`src/rtl/libv_base_sacc.sv`:
```
// Saturating block accumulator: sums LEN valid signed samples with per-step
// saturation and emits one registered result pulse per block with an overflow flag.
module libv_base_sacc #(
  parameter int WI  = 11,
  parameter int WO  = 16,
  parameter int LEN = 8
) (
  input  logic          clk,
  input  logic          rst_n,
  input  logic          clr,
  input  logic          in_vld,
  input  logic [WI-1:0] in_dat,
  output logic          out_vld,
  output logic [WO-1:0] out_dat,
  output logic          out_ovf
);

  localparam int CW = $clog2(LEN + 1);

  localparam logic [0:0] S_IDLE = 1'b0;
  localparam logic [0:0] S_ACC  = 1'b1;

  logic [0:0]    state_q, state_d;
  logic [WO-1:0] acc_q, acc_d;
  logic [CW-1:0] cnt_q, cnt_d;
  logic          ovf_q, ovf_d;
  logic          out_vld_q, out_vld_d;
  logic [WO-1:0] out_dat_q, out_dat_d;
  logic          out_ovf_q, out_ovf_d;

  logic [WO:0]   sum;
  logic          sat;
  logic [WO-1:0] step;
  logic          last;

  // One guard bit is enough: the sign of the WO+1 sum is always correct.
  always_comb begin
    sum  = {acc_q[WO-1], acc_q} + {{(WO + 1 - WI){in_dat[WI-1]}}, in_dat};
    sat  = sum[WO] ^ sum[WO-1];
    step = sat ? {sum[WO], {(WO - 1){~sum[WO]}}} : sum[WO-1:0];
    last = (cnt_q == CW'(LEN - 1));
  end

  always_comb begin
    state_d   = state_q;
    acc_d     = acc_q;
    cnt_d     = cnt_q;
    ovf_d     = ovf_q;
    out_vld_d = 1'b0;
    out_dat_d = out_dat_q;
    out_ovf_d = out_ovf_q;
    if (clr) begin
      state_d = S_IDLE;
      acc_d   = '0;
      cnt_d   = '0;
      ovf_d   = 1'b0;
    end else if (in_vld) begin
      if (last) begin
        out_vld_d = 1'b1;
        out_dat_d = step;
        out_ovf_d = ovf_q | sat;
        state_d   = S_IDLE;
        acc_d     = '0;
        cnt_d     = '0;
        ovf_d     = 1'b0;
      end else begin
        state_d = S_ACC;
        acc_d   = step;
        cnt_d   = cnt_q + CW'(1);
        ovf_d   = ovf_q | sat;
      end
    end
  end

  always_ff @(posedge clk) begin
    if (!rst_n) begin
      state_q   <= S_IDLE;
      acc_q     <= '0;
      cnt_q     <= '0;
      ovf_q     <= 1'b0;
      out_vld_q <= 1'b0;
      out_dat_q <= '0;
      out_ovf_q <= 1'b0;
    end else begin
      state_q   <= state_d;
      acc_q     <= acc_d;
      cnt_q     <= cnt_d;
      ovf_q     <= ovf_d;
      out_vld_q <= out_vld_d;
      out_dat_q <= out_dat_d;
      out_ovf_q <= out_ovf_d;
    end
  end

  assign out_vld = out_vld_q;
  assign out_dat = out_dat_q;
  assign out_ovf = out_ovf_q;

endmodule

```
`config.mk`:
```
export PLATFORM = sky130hd
export DESIGN_NAME = libv_base_sacc
export DESIGN_NICKNAME = d
export VERILOG_FILES = /design/src/rtl/libv_base_sacc.sv
export SDC_FILE = /design/constraint.sdc
export NUM_CORES = 1
export LEC_CHECK = 0
export CORE_MARGIN = 5
export CORE_UTILIZATION = 55
export DETAILED_ROUTE_END_ITERATION = 16
export GPL_TIMING_DRIVEN = 0
export PLACE_DENSITY = 0.79
export SLEW_MARGIN = 0
export SYNTH_ARGS = -nofsm -noshare
export SYNTH_HDL_FRONTEND = slang
export SYNTH_SLANG_ARGS = --single-unit
```
`constraint.sdc`:
```
create_clock -name clk -period 4.6 [get_ports clk]
set_input_delay 0.69 -clock clk [delete_from_list [all_inputs] [get_ports clk]]
set_output_delay 0.69 -clock clk [all_outputs]
set_load 0.01 [all_outputs]
```
==> run summary, run 1 <==
The most instantiated flip-flop cell in the synthesis netlist is sky130_fd_sc_hd__dfxtp_1. The total number of clock tree sinks came out at 39. Yosys attributes the largest share of cell area to sky130_fd_sc_hd__dfxtp_1 29%, sky130_fd_sc_hd__a21oi_1 10%, sky130_fd_sc_hd__o21ai_0 8.9%. The total of fill cells in the finished design is 433. The area of all sequential standard cells is around 780 um2.

The leakage power of the design is between 0.001 and 0.0015 uW. The area of the multi-input gates is 1770 um2. The count of TritonRoute iterations in the first routing pass is 4.

The overall overflow remaining after global route came out at 0. In the synthesized netlist the async set-or-reset flop fraction comes to 0%. Entering global routing, the biggest net connects 14 pins. The number of post-CTS setup repair buffers came out at 0. Timing would allow up to between 0.2 and 0.3 GHz. The final sum of negative setup slack came out at 0 ps. The critical path is of the input port to flip-flop type. Once the floorplan was initialized, standard cells occupied 56.5% of the core. The sequential share of power came out at 38.7%. The post-route cell area came out at approximately 3100 um2. The setup violation total in the final timing report came out at 0. In this run the most critical hold path is launched from ovf_q.

The detailed-route via count came out at 2643. The cell-internal power is 609 uW. The row count is 25. The synthesized design spends more area on one cell type than any other, namely sky130_fd_sc_hd__dfxtp_1. Synthesis inferred 39 register bits. The worst setup path is launched from an input port. The per-cell via count in the routed design came out at roughly 6.1. After layout, the worst setup slack is about 1100 ps.

Measured on the finished design, the core utilization comes to 67.1%. The die is 79.4 um tall. At the pin with the least slew margin, the transition time is about 770 ps. The overall die area came out at between 6000 and 7000 um2.

The number of buffers added to fix hold violations after cts is 0. The relative slew slack is around 48%. In this run the deepest clock path goes through 2 buffers. The switching power came out at 300 uW. The number of CTS-inserted buffers is 5. Across the VDD grid, the largest voltage drop is slightly above 200 uV. The areal power density over the cells came out at ~290 nW/um2. The number of instances in the synthesized netlist came out at between 300 and 400.

The commonest cells after synthesis are 54 x sky130_fd_sc_hd__a21oi_1, 47 x sky130_fd_sc_hd__o21ai_0, 39 x sky130_fd_sc_hd__dfxtp_1, 26 x sky130_fd_sc_hd__nor2_1, 23 x sky130_fd_sc_hd__nand2_1. The number of distinct standard cells referenced by the synthesized netlist came out at 52. The number of placed I/O pins came out at 33. The number of port buffers came out at 32. The switching share of power is between 30% and 40%. The number of nets in the synthesized netlist came out at ~370. The share of final-layout standard cells stronger than drive strength 1 came out at about 5%. The arrival time at the worst endpoint came out at 3750 ps. The wire length per cell after detailed routing came out at 16.5 um. For this run, the number of standard cells in the final layout without fillers is 434.

The placed cell count is approximately 430. The buffer type at the clock tree root is sky130_fd_sc_hd__clkbuf_8. The sequential fraction of the synthesis area is 29.5%. The area fraction of the dominant cell type after synthesis came out at between 20 and 30%. The count of unresolved DRC violations after routing is 0. The number of max-cap violations is 0. Per report_power, the combinational group accounts for just under 30% of the total. The count of final max-slew check failures came out at 0. The initial antenna violation count came to 0.

Setup repair after global routing left no endpoint under its margin. In this run the worst setup path begins at in_dat[0]. The critical path data required time is between 4000 and 5000 ps. The total area inside the core boundary comes to around 4700 um2. The post-synthesis to final-layout area growth is 18.9%.

TritonCTS built the clock tree. The post-route clock period utilization came out at approximately 77%. Clock-pin slew was measured on the worst setup and hold paths at 80 ps. The run finished with clean final reports. The weighted congestion reported at the end of routability-driven placement is about 0.93. The total standard cell area after synthesis came out at around 2600 um2. The worst register-to-register path begins at acc_q[0].

The clock network fraction of total power came out at a little under a third. The maximum level of the CTS H-tree came out at 2. The placed instances occupy a cell area of around 3000 um2. During synthesis, Yosys emitted a total of 0 warnings. The wire length of the first global-routing pass came out at between 10000 and 15000 um. The clock latency on the worst-skew pair is 290 ps. Between clock sinks in the finished design, the worst skew comes to 9.13 ps.

The number of instances resized during post-cts repair is 0. The count of flip-flops with a built-in enable after synthesis is 0. The maximum fanout along the worst path is 10.

The sum of routed wire length over all layers is just over 7000 um. The mean cell area of the mapped netlist is about 7.8 um2. The estimated wirelength of the detail-placed design came out at around 5300 um. The via count of the first global-routing pass came out at ~2500.

The final number of hold-violating endpoints was 0. The final-stage net count is 412. The post-layout minimum cycle time came out at roughly 3500 ps. Before CTS, the worst setup slack after placement is about 800 ps. The most common cell in the synthesized netlist is sky130_fd_sc_hd__a21oi_1. The post-route antenna net violation count is 0. After the first detailed-routing iteration, the DRC count stood at about 170.

The path class of the tightest hold or removal check is flip-flop to flip-flop. The number of diodes added for antenna fixing is 0. The worst setup path is captured at a flip-flop. From left edge to right edge, the die measures roughly 79 um.

In the global route stage, overall resource usage came out at about a quarter.
power groups by stage:
stage / clock network, uW / logic (uW) / registers, uW
3_5_place_dp: 0 / 259 / 360
2_1_floorplan: 0 / 197 / 358
3_3_place_gp: 0 / 256 / 360
5_1_grt: 312 / 296 / 353
6_report: 289 / 268 / 352
4_1_cts: 289 / 263 / 352
worst paths after layout:
check / end / cells after the start / slack [ps]
worst min-delay path: ovf_q / 2 / 470
worst max-delay path: out_dat[7] / 12 / 1080
worst min register to register: ovf_q / 2 / 470
worst max register to register: out_dat[7] / 11 / 1600
cells in the final DEF (no fill, tap or decap), types with 4 or more instances in the layout:
cell / n
sky130_fd_sc_hd__nand3_1: 8
sky130_fd_sc_hd__nor2_1: 26
sky130_fd_sc_hd__nand4_1: 4
sky130_fd_sc_hd__a211oi_1: 8
sky130_fd_sc_hd__o21ai_0: 47
sky130_fd_sc_hd__o211ai_1: 5
sky130_fd_sc_hd__a21oi_1: 54
sky130_fd_sc_hd__nor3_1: 6
sky130_fd_sc_hd__clkbuf_8: 5
sky130_fd_sc_hd__ha_1: 17
sky130_fd_sc_hd__dfxtp_1: 39
sky130_fd_sc_hd__a21o_1: 7
sky130_fd_sc_hd__o21ai_1: 4
sky130_fd_sc_hd__xnor2_1: 9
sky130_fd_sc_hd__nand2_1: 23
sky130_fd_sc_hd__xor2_1: 4
sky130_fd_sc_hd__clkbuf_1: 14
sky130_fd_sc_hd__nor2b_1: 12
sky130_fd_sc_hd__inv_1: 10
sky130_fd_sc_hd__clkdlybuf4s50_1: 32
cell type report:
type / count / area share, %
repair buffers: 32 / 10.2
inverters: 10 / 1.19
clock inverters: 3 / 1.39
well taps: 54 / 2.15
flip-flops and latches: 39 / 24.8
multi-input cells: 275 / 56.1
plain buffers: 16 / 2.07
clock buffers: 5 / 2.19
flip-flops by register name, summed over array words and instances (netlist names):
register and cells:
acc_q 16, out_vld 1, ovf_q 1, out_ovf 1
out_dat 16, cnt_q 4
kinds of logic after synthesis:
family | after synthesis | synth area share [%]
AND/OR/NAND/NOR | 91 | 16.5
multiplexers | 1 | 0.378
adder cells (fa/ha/maj) | 19 | 9.16
buffers and inverters | 26 | 3.87
XOR/XNOR | 13 | 4.30
AO/OA/AOI/OAI | 151 | 36.3
flip-flops | 39 | 29.5
metal layers:
| layer | up-vias | track usage, % | routed length (um) |
|---|---|---|---|
| met3 | 14 | 4.06 | 354 |
| met5 | - | 0 | 0 |
| met1 | 1219 | 33.0 | 3550 |
| met2 | 74 | 37.7 | 3140 |
| met4 | 0 | 7.22 | 113 |
| li1 | 1336 | - | - |
metrics by stage:
stage | total power (uW) | hold slack (ps)
final | 909 | 474
after global routing | 961 | 509
after detailed placement | 619 | 457
after global placement | 616 | 449
after CTS | 905 | 470
after floorplan | 555 | 438
worst max-delay path, cell delays in order:
cell	delay, ps
sky130_fd_sc_hd__clkdlybuf4s50_1	460
sky130_fd_sc_hd__ha_1	210
sky130_fd_sc_hd__inv_1	70
sky130_fd_sc_hd__fa_1	400
sky130_fd_sc_hd__nor2b_1	180
sky130_fd_sc_hd__o2111ai_1	220
sky130_fd_sc_hd__a21oi_1	380
sky130_fd_sc_hd__nor2_1	150
sky130_fd_sc_hd__o22ai_2	330
sky130_fd_sc_hd__clkbuf_1	360
sky130_fd_sc_hd__o21ai_0	160
sky130_fd_sc_hd__a21oi_1	150
Power figures use the tool's default switching activity.
==> inputs of run 2 (changes only) <==
Settings changed: CORE_UTILIZATION 55 to 50, PLACE_DENSITY 0.79 to 0.76.
Clock period 4.6 ns to 2.85 ns, I/O delays scaled along.
==> run 2 against run 1 <==
Worst setup slack worse by 1000 ps. Critical path depth fell by 1. Combinational power rose by 85%. Total power grew 57%. Utilization is 2.8 points lower. Global-route usage decreased by 0.23 points. Final cell count up 5.3%. Die area rose by 8.7%. Highest routed layer unchanged. First-iteration DRC count is 20% higher. Sequential power up 62%. Critical path type unchanged. Critical endpoint is now acc_q[14]. Sequential cell count did not move.
==> run summary, run 2 (synthesized netlist as in run 1, its figures left out) <==
The kind of cell adding the most delay to the critical path is compound AO/OA/AOI/OAI gates. The critical path data required time is between 3000 and 4000 ps. The clock latency on the worst-skew pair is ~300 ps. The number of max-cap violations came out at 0. The number of buffers added to fix hold violations after cts is 0. The post-layout minimum cycle time is 2780 ps. In this run the most used layer during global routing was met2. The count of unresolved DRC violations after routing is 0. The number of cell instances on the worst register-to-register path came out at 8.

In this run the static leakage power is ~0.0013 uW. Summed over all failing endpoints, the final setup total negative slack is 0 ps. The tightest min-delay check is of the flip-flop to flip-flop type. The worst setup path is of the input port to flip-flop kind.

The beginning of the worst register-to-register path is acc_q[4]. Wires add up to between 7000 and 8000 um. Measured against its own limit, the worst slew margin works out to 57.7%. The share of final-layout standard cells stronger than drive strength 1 is 11.1%. The worst setup path is captured at a flip-flop. The number of CTS-inserted buffers is 5. The weighted congestion reported at the end of routability-driven placement came out at about 0.9.

The combined global-route utilization of all metal layers came out at about a quarter. The number of diodes added for antenna fixing is 0. Clock skew on the completed layout was measured at 2.42 ps.

The final number of hold-violating endpoints came to 0. The maximum fanout along the worst path came out at 4. The run finished with clean final reports.

The count of final max-slew check failures came to 0. Leaving out fill and tap cells, the most frequent cells in the layout are 50 x sky130_fd_sc_hd__a21oi_1, 47 x sky130_fd_sc_hd__o21ai_0, 39 x sky130_fd_sc_hd__dfxtp_1, 31 x sky130_fd_sc_hd__clkdlybuf4s50_1, 24 x sky130_fd_sc_hd__nor2_1. The final core utilization is between 60% and 70%. The library cell used most frequently in the layout, excluding fill and tap cells, is sky130_fd_sc_hd__a21oi_1. In this run the vertical extent of the chip is between 80 and 90 um.

In this run the count of I/O pins placed on the die edge is 33. The highest attainable clock frequency is roughly 0.36 GHz. Once detail routing completed, the nets flagged for antenna violations numbered 0.

Once detailed placement completed, the half-perimeter wirelength came to approximately 5700 um. The worst hold path cell count is 2. Power comes to 1430 uW. The total overflow left after global routing is 0. For the pin with the worst max-slew slack, the measured transition is between 600 and 700 ps. The wire length per cell after detailed routing is 16.7 um. The per-cell via count in the routed design is between 6 and 7. The post-route clock period utilization is between 90% and 100%. The row count is 26.

The arrival time at the worst endpoint is between 3000 and 4000 ps. The first TritonRoute pass finished after 5 iterations. The areal power density over the cells is 433 nW/um2. The met2 demand-to-capacity share in global routing is 38.8%. The total number of clock tree sinks came out at 39. In the final design database the tool counted about 420 nets. The H-tree was split into 2 levels. Global routing consumed, on the met1 layer, 31.0% of the routing resources. The critical path starts at in_dat[0]. The cell that appears most often on the critical path is sky130_fd_sc_hd__a21oi_1.

The initial antenna violation count came to 0. The initial detailed-routing violation count came out at 201. The slowest stage of the critical path belongs to the cell sky130_fd_sc_hd__clkdlybuf4s50_1. On the worst path, the slowest cell contributes a delay of between 400 and 500 ps. The via count of the first global-routing pass came to about 2500. The wire length of the first global-routing pass came out at 12200 um. The buffer type at the clock tree root is sky130_fd_sc_hd__clkbuf_8. The routed layout has 2758 vias. TritonCTS built the clock tree. The post-synthesis to final-layout area growth came out at 24.8%.

The start point of the worst hold path is out_dat[15]. Setup repair after global routing could not meet its margin everywhere. VDD sags by at most between 300 and 400 uV. The number of port buffers is 32. The effective utilization at floorplan came out at about half.

The slack of the worst reg-to-reg path came out at between 200 and 300 ps. The worst setup path is launched from an input port. Setup violations remaining at the end of the flow were counted as 0. The critical path crosses 11 cells after its start point. The core area is 5140 um2. The destination of the critical timing path is acc_q[14]. The largest net degree at the start of global routing is 12.

The critical path goes through clkdlybuf4s50_1 > ha_2 > inv_1 > fa_2 > nor2b_4 > o2111ai_4 > a21oi_1 > o211ai_1 > nor2_1 > o2111ai_1 > a21oi_1. The met3 track demand over resource in global routing came out at roughly 5.2%. The overall die area came out at 6850 um2. The die is a little over 80 um wide. The endpoint identified for the worst register-to-register timing path is acc_q[14].

The maximum clock path buffer count is 2. The CTS clock-pin slew for the worst setup and hold paths came out at 70 ps. The critical path buffer and inverter count came out at 2.
## run 2: timing repair
action,in CTS,in global routing
buffers inserted,5,3
pin swaps,5,4
resized for setup,18,10
endpoints found under the setup margin,33,28
## run 2: routing by layer
metal  vias to the layer above  routed length, um  share of wire, %
met2                        88               3640                48
met1                      1313               3430                45
met4                         0                132               1.7
met5                         -                  0                 0
li1                       1345                  -                 -
met3                        12                426               5.6
## run 2: area by class of cell
cell class | instances | area [um2]
Sequential cell | 39 | 781
Multi-Input combinational cell | 275 | 1870
Clock buffer | 7 | 76.3
Clock inverter | 1 | 5.00
Inverter | 10 | 37.5
Fill cell | 476 | 1840
Buffer | 15 | 67.6
Timing Repair Buffer | 40 | 379
Tap cell | 70 | 87.6
## run 2: metrics by stage
| stage | std cells | setup slack [ps] | hold WS [ps] | cell area, um2 |
|---|---|---|---|---|
| after floorplan | 340 | 321 | 438 | 2650 |
| after global placement | 442 | -665 | 448 | 3060 |
| after detailed placement | 442 | -696 | 455 | 3060 |
| after CTS | 455 | 3.41 | 465 | 3250 |
| after global routing | 457 | -3.19 | 485 | 3300 |
| final | 457 | 68.2 | 467 | 3300 |
## run 2: power breakdown
group          internal (uW)  leakage, uW  switching, uW  total, uW
Clock                    172    0.0000422            195        366
Combinational            200     0.000938            296        497
Sequential               558     0.000315           10.4        569
## run 2: tightest hold or removal path, cell delays in order (launching register included)
cell	delay, ps
sky130_fd_sc_hd__dfxtp_1	320
sky130_fd_sc_hd__nand2_1	50
sky130_fd_sc_hd__a21boi_1	50
## run 2: worst min path at each step
stage,end
5_1_grt,ovf_q
3_5_place_dp,ovf_q
3_3_place_gp,ovf_q
4_1_cts,ovf_q
2_1_floorplan,ovf_q
6_report,out_dat[15]
==> inputs of run 3 (changes only) <==
Settings changed: CORE_ASPECT_RATIO set to 1.75.
==> run 3 against run 2 <==
Clock power down 1%. Global-route usage down 0.88 points. Count of clock-buffer cells in the layout unchanged. Register-to-register slack worse by 50 ps. Final cell count down 2.8%. Total power up 0.58%. Critical path type unchanged. Cell area up 0.68%. Clock skew up 8.0 ps. Sequential share of layout area down 0.16 points. Highest routed layer unchanged.
==> run summary, run 3 (synthesized netlist as in run 1, its figures left out) <==
Setup slack on the worst reg-to-reg path comes out at 230 ps. The critical path starts at in_dat[0]. The critical path buffer and inverter count came out at 3. The wire length of the first global-routing pass came out at between 10000 and 15000 um. The clock arrives with roughly 10 ps of skew. Detailed placement finished with a half-perimeter wire length of approximately 5600 um. The CTS clock-pin slew for the worst setup and hold paths came out at 80 ps. The effective utilization at floorplan is between 50% and 60%.

The overall die area is just under 7000 um2. The root buffer cell chosen for the clock tree is sky130_fd_sc_hd__clkbuf_8. In this run the critical register-to-register path is launched from acc_q[13]. The count of unresolved DRC violations after routing came out at 0. The flow ran to the end, and the final reports show no timing, DRC or antenna violations. The share of final-layout standard cells stronger than drive strength 1 is 11.8%. The number of cell instances on the worst register-to-register path came out at 10.

The routed design could run at a clock period as short as 2730 ps. The highest attainable clock frequency is 0.367 GHz. The post-synthesis to final-layout area growth is 25.6%.

The initial detailed-routing violation count is 158. The worst hold path cell count came out at 2. The path category of the worst min-delay check is flip-flop to flip-flop. The row count came out at 35. Leaving out fill and tap cells, the most frequent cell in the layout is sky130_fd_sc_hd__a21oi_1. The congestion estimate from routability-driven global placement came to ~0.87. The endpoint identified for the worst register-to-register timing path is out_dat[5]. The worst hold path begins at out_dat[15].

Registers are responsible for around 40% of the overall power. The signal on the critical path passes through clkdlybuf4s50_1 > ha_1 > inv_1 > fa_2 > nor2b_4 > o2111ai_4 > a21oi_4 > o31ai_4 > buf_12 > nor3_4 > a2111oi_4 > nor3_1. The clock network fraction of total power is between 20% and 30%. Power spread over the standard cell area amounts to roughly 430 nW/um2.

Summed over all layers, the global routing overflow is 0. The number of cells in the finished layout apart from fillers came out at approximately 440. The maximum clock path buffer count came out at 2. The final core utilization came out at a little under two thirds. The count of final max-slew check failures is 0.

The region available for standard cell placement spans about 5200 um2. TritonCTS built the clock tree. The final number of hold-violating endpoints came out at 0. Among all stages on the critical path, the largest delay is contributed by sky130_fd_sc_hd__clkdlybuf4s50_1.

The top cell types in the final layout, fill and taps aside, are 52 x sky130_fd_sc_hd__a21oi_1, 47 x sky130_fd_sc_hd__o21ai_0, 39 x sky130_fd_sc_hd__dfxtp_1, 31 x sky130_fd_sc_hd__clkdlybuf4s50_1, 25 x sky130_fd_sc_hd__nor2_1. The worst min-delay path endpoint is out_dat[15]. The switching power is between 400 and 500 uW. Summed over all layers, the routed wires come to 7510 um. The placed cell count came out at around 430. Summing all non-filler instances in the final layout gives an area of 3330 um2.

Using the TritonRoute via totals, the vias-per-cell ratio works out to between 6 and 7. The post-route clock period utilization came out at between 90% and 100%. The combined global-route utilization of all metal layers is 22.7%. The maximum single-stage delay on the critical path came out at 460 ps. The setup violation total in the final timing report is 0. The number of port buffers is 32.

The total of fill cells in the finished design came out at around 470. The via count of the first global-routing pass is 2725. STA classifies the critical path startpoint as an input port. The worst pin sits at a relative slew slack of about three fifths. The critical path endpoint category is a flip-flop. The clock latency on the worst-skew pair came out at about 290 ps.

The count of TritonRoute iterations in the first routing pass came out at 4. The switching share of power is between 30% and 40%. The total number of clock tree sinks is 39.

The kind of cell adding the most delay to the critical path is buffers and inverters. VDD sags by at most roughly 320 uV. The maximum level of the CTS H-tree is 2. The detailed-route via count is 2731. The share of total power in combinational logic is between 30% and 40%.

Clock tree synthesis inserted a total of 5 buffers. The detail route stage leaves a number of antenna-violating nets equal to 0. 33 I/O pins were placed. The wire length per cell after detailed routing came out at ~17 um. Across all hold checks on the routed design, the worst slack comes to between 400 and 500 ps. The measured slew at the worst slew-check pin came out at ~610 ps.

The horizontal die dimension came out at approximately 65 um. The arrival time at the worst endpoint is between 2000 and 3000 ps. The final-stage net count is roughly 420.

The maximum fanout along the worst path came out at 7. In this run the static leakage power is about 0.0013 uW. The number of diodes added for antenna fixing is 0. The worst setup path is of the input port to flip-flop kind. The number of hold buffers added after CTS was 0.

The number of max-cap violations came out at 0. The initial antenna violation count came out at 0. The height of the die came out at 106 um. The critical path data required time is approximately 3100 ps. In this run the cell area measured after placement is between 3000 and 4000 um2.

The largest net degree at the start of global routing came out at 12. The internal portion of the total power is ~940 uW.
-- run 3: power groups by stage --
stage	registers (uW)	logic, uW	clock network [uW]
3_3_place_gp	581	413	0
5_1_grt	570	561	391
2_1_floorplan	577	318	0
4_1_cts	568	461	362
6_report	568	510	361
3_5_place_dp	581	418	0
-- run 3: worst max path at each step --
stage,to,slack (ps),cells past startpoint
2_1_floorplan,out_dat[13],320,11
3_3_place_gp,out_dat[3],-630,12
3_5_place_dp,out_dat[13],-660,12
4_1_cts,acc_q[4],0.3,12
5_1_grt,out_dat[8],-40,9
6_report,acc_q[4],120,12
-- run 3: worst min-delay path, stage by stage, from the launching register on --
cell and delay [ps]:
sky130_fd_sc_hd__dfxtp_1 320, sky130_fd_sc_hd__nand2_1 60, sky130_fd_sc_hd__a21boi_1 60
-- run 3: per-stage QoR --
step	worst slack, ps	power, uW	setup TNS [ps]
global route	-37.0	1520	-106
finish	122	1440	0
global placement	-627	994	-16910
floorplan	321	896	0
detailed placement	-657	999	-17400
CTS	0.268	1390	0
-- run 3: routing by layer --
layer	GRT usage (%)	vias up	routed length [um]
met4	11.7	0	281
met2	40.4	76	3930
met5	0	-	0
li1	-	1353	-
met3	3.38	22	269
met1	25.4	1280	3030
-- run 3: repair_timing --
item                       4_1_cts  5_1_grt
buffers inserted                 4        5
setup endpoints to repair       33       32
cloned                           0        1
pin swaps                        5        7
resized for setup               13       20
-- run 3: cell type report --
class	count	area, um2	share of cell area, %
Sequential cell	39	781	23.5
Tap cell	55	68.8	2.07
Buffer	15	71.3	2.14
Clock inverter	1	5.00	0.150
Timing Repair Buffer	41	395	11.9
Inverter	10	37.5	1.13
Clock buffer	7	76.3	2.29
Multi-Input combinational cell	276	1890	56.9
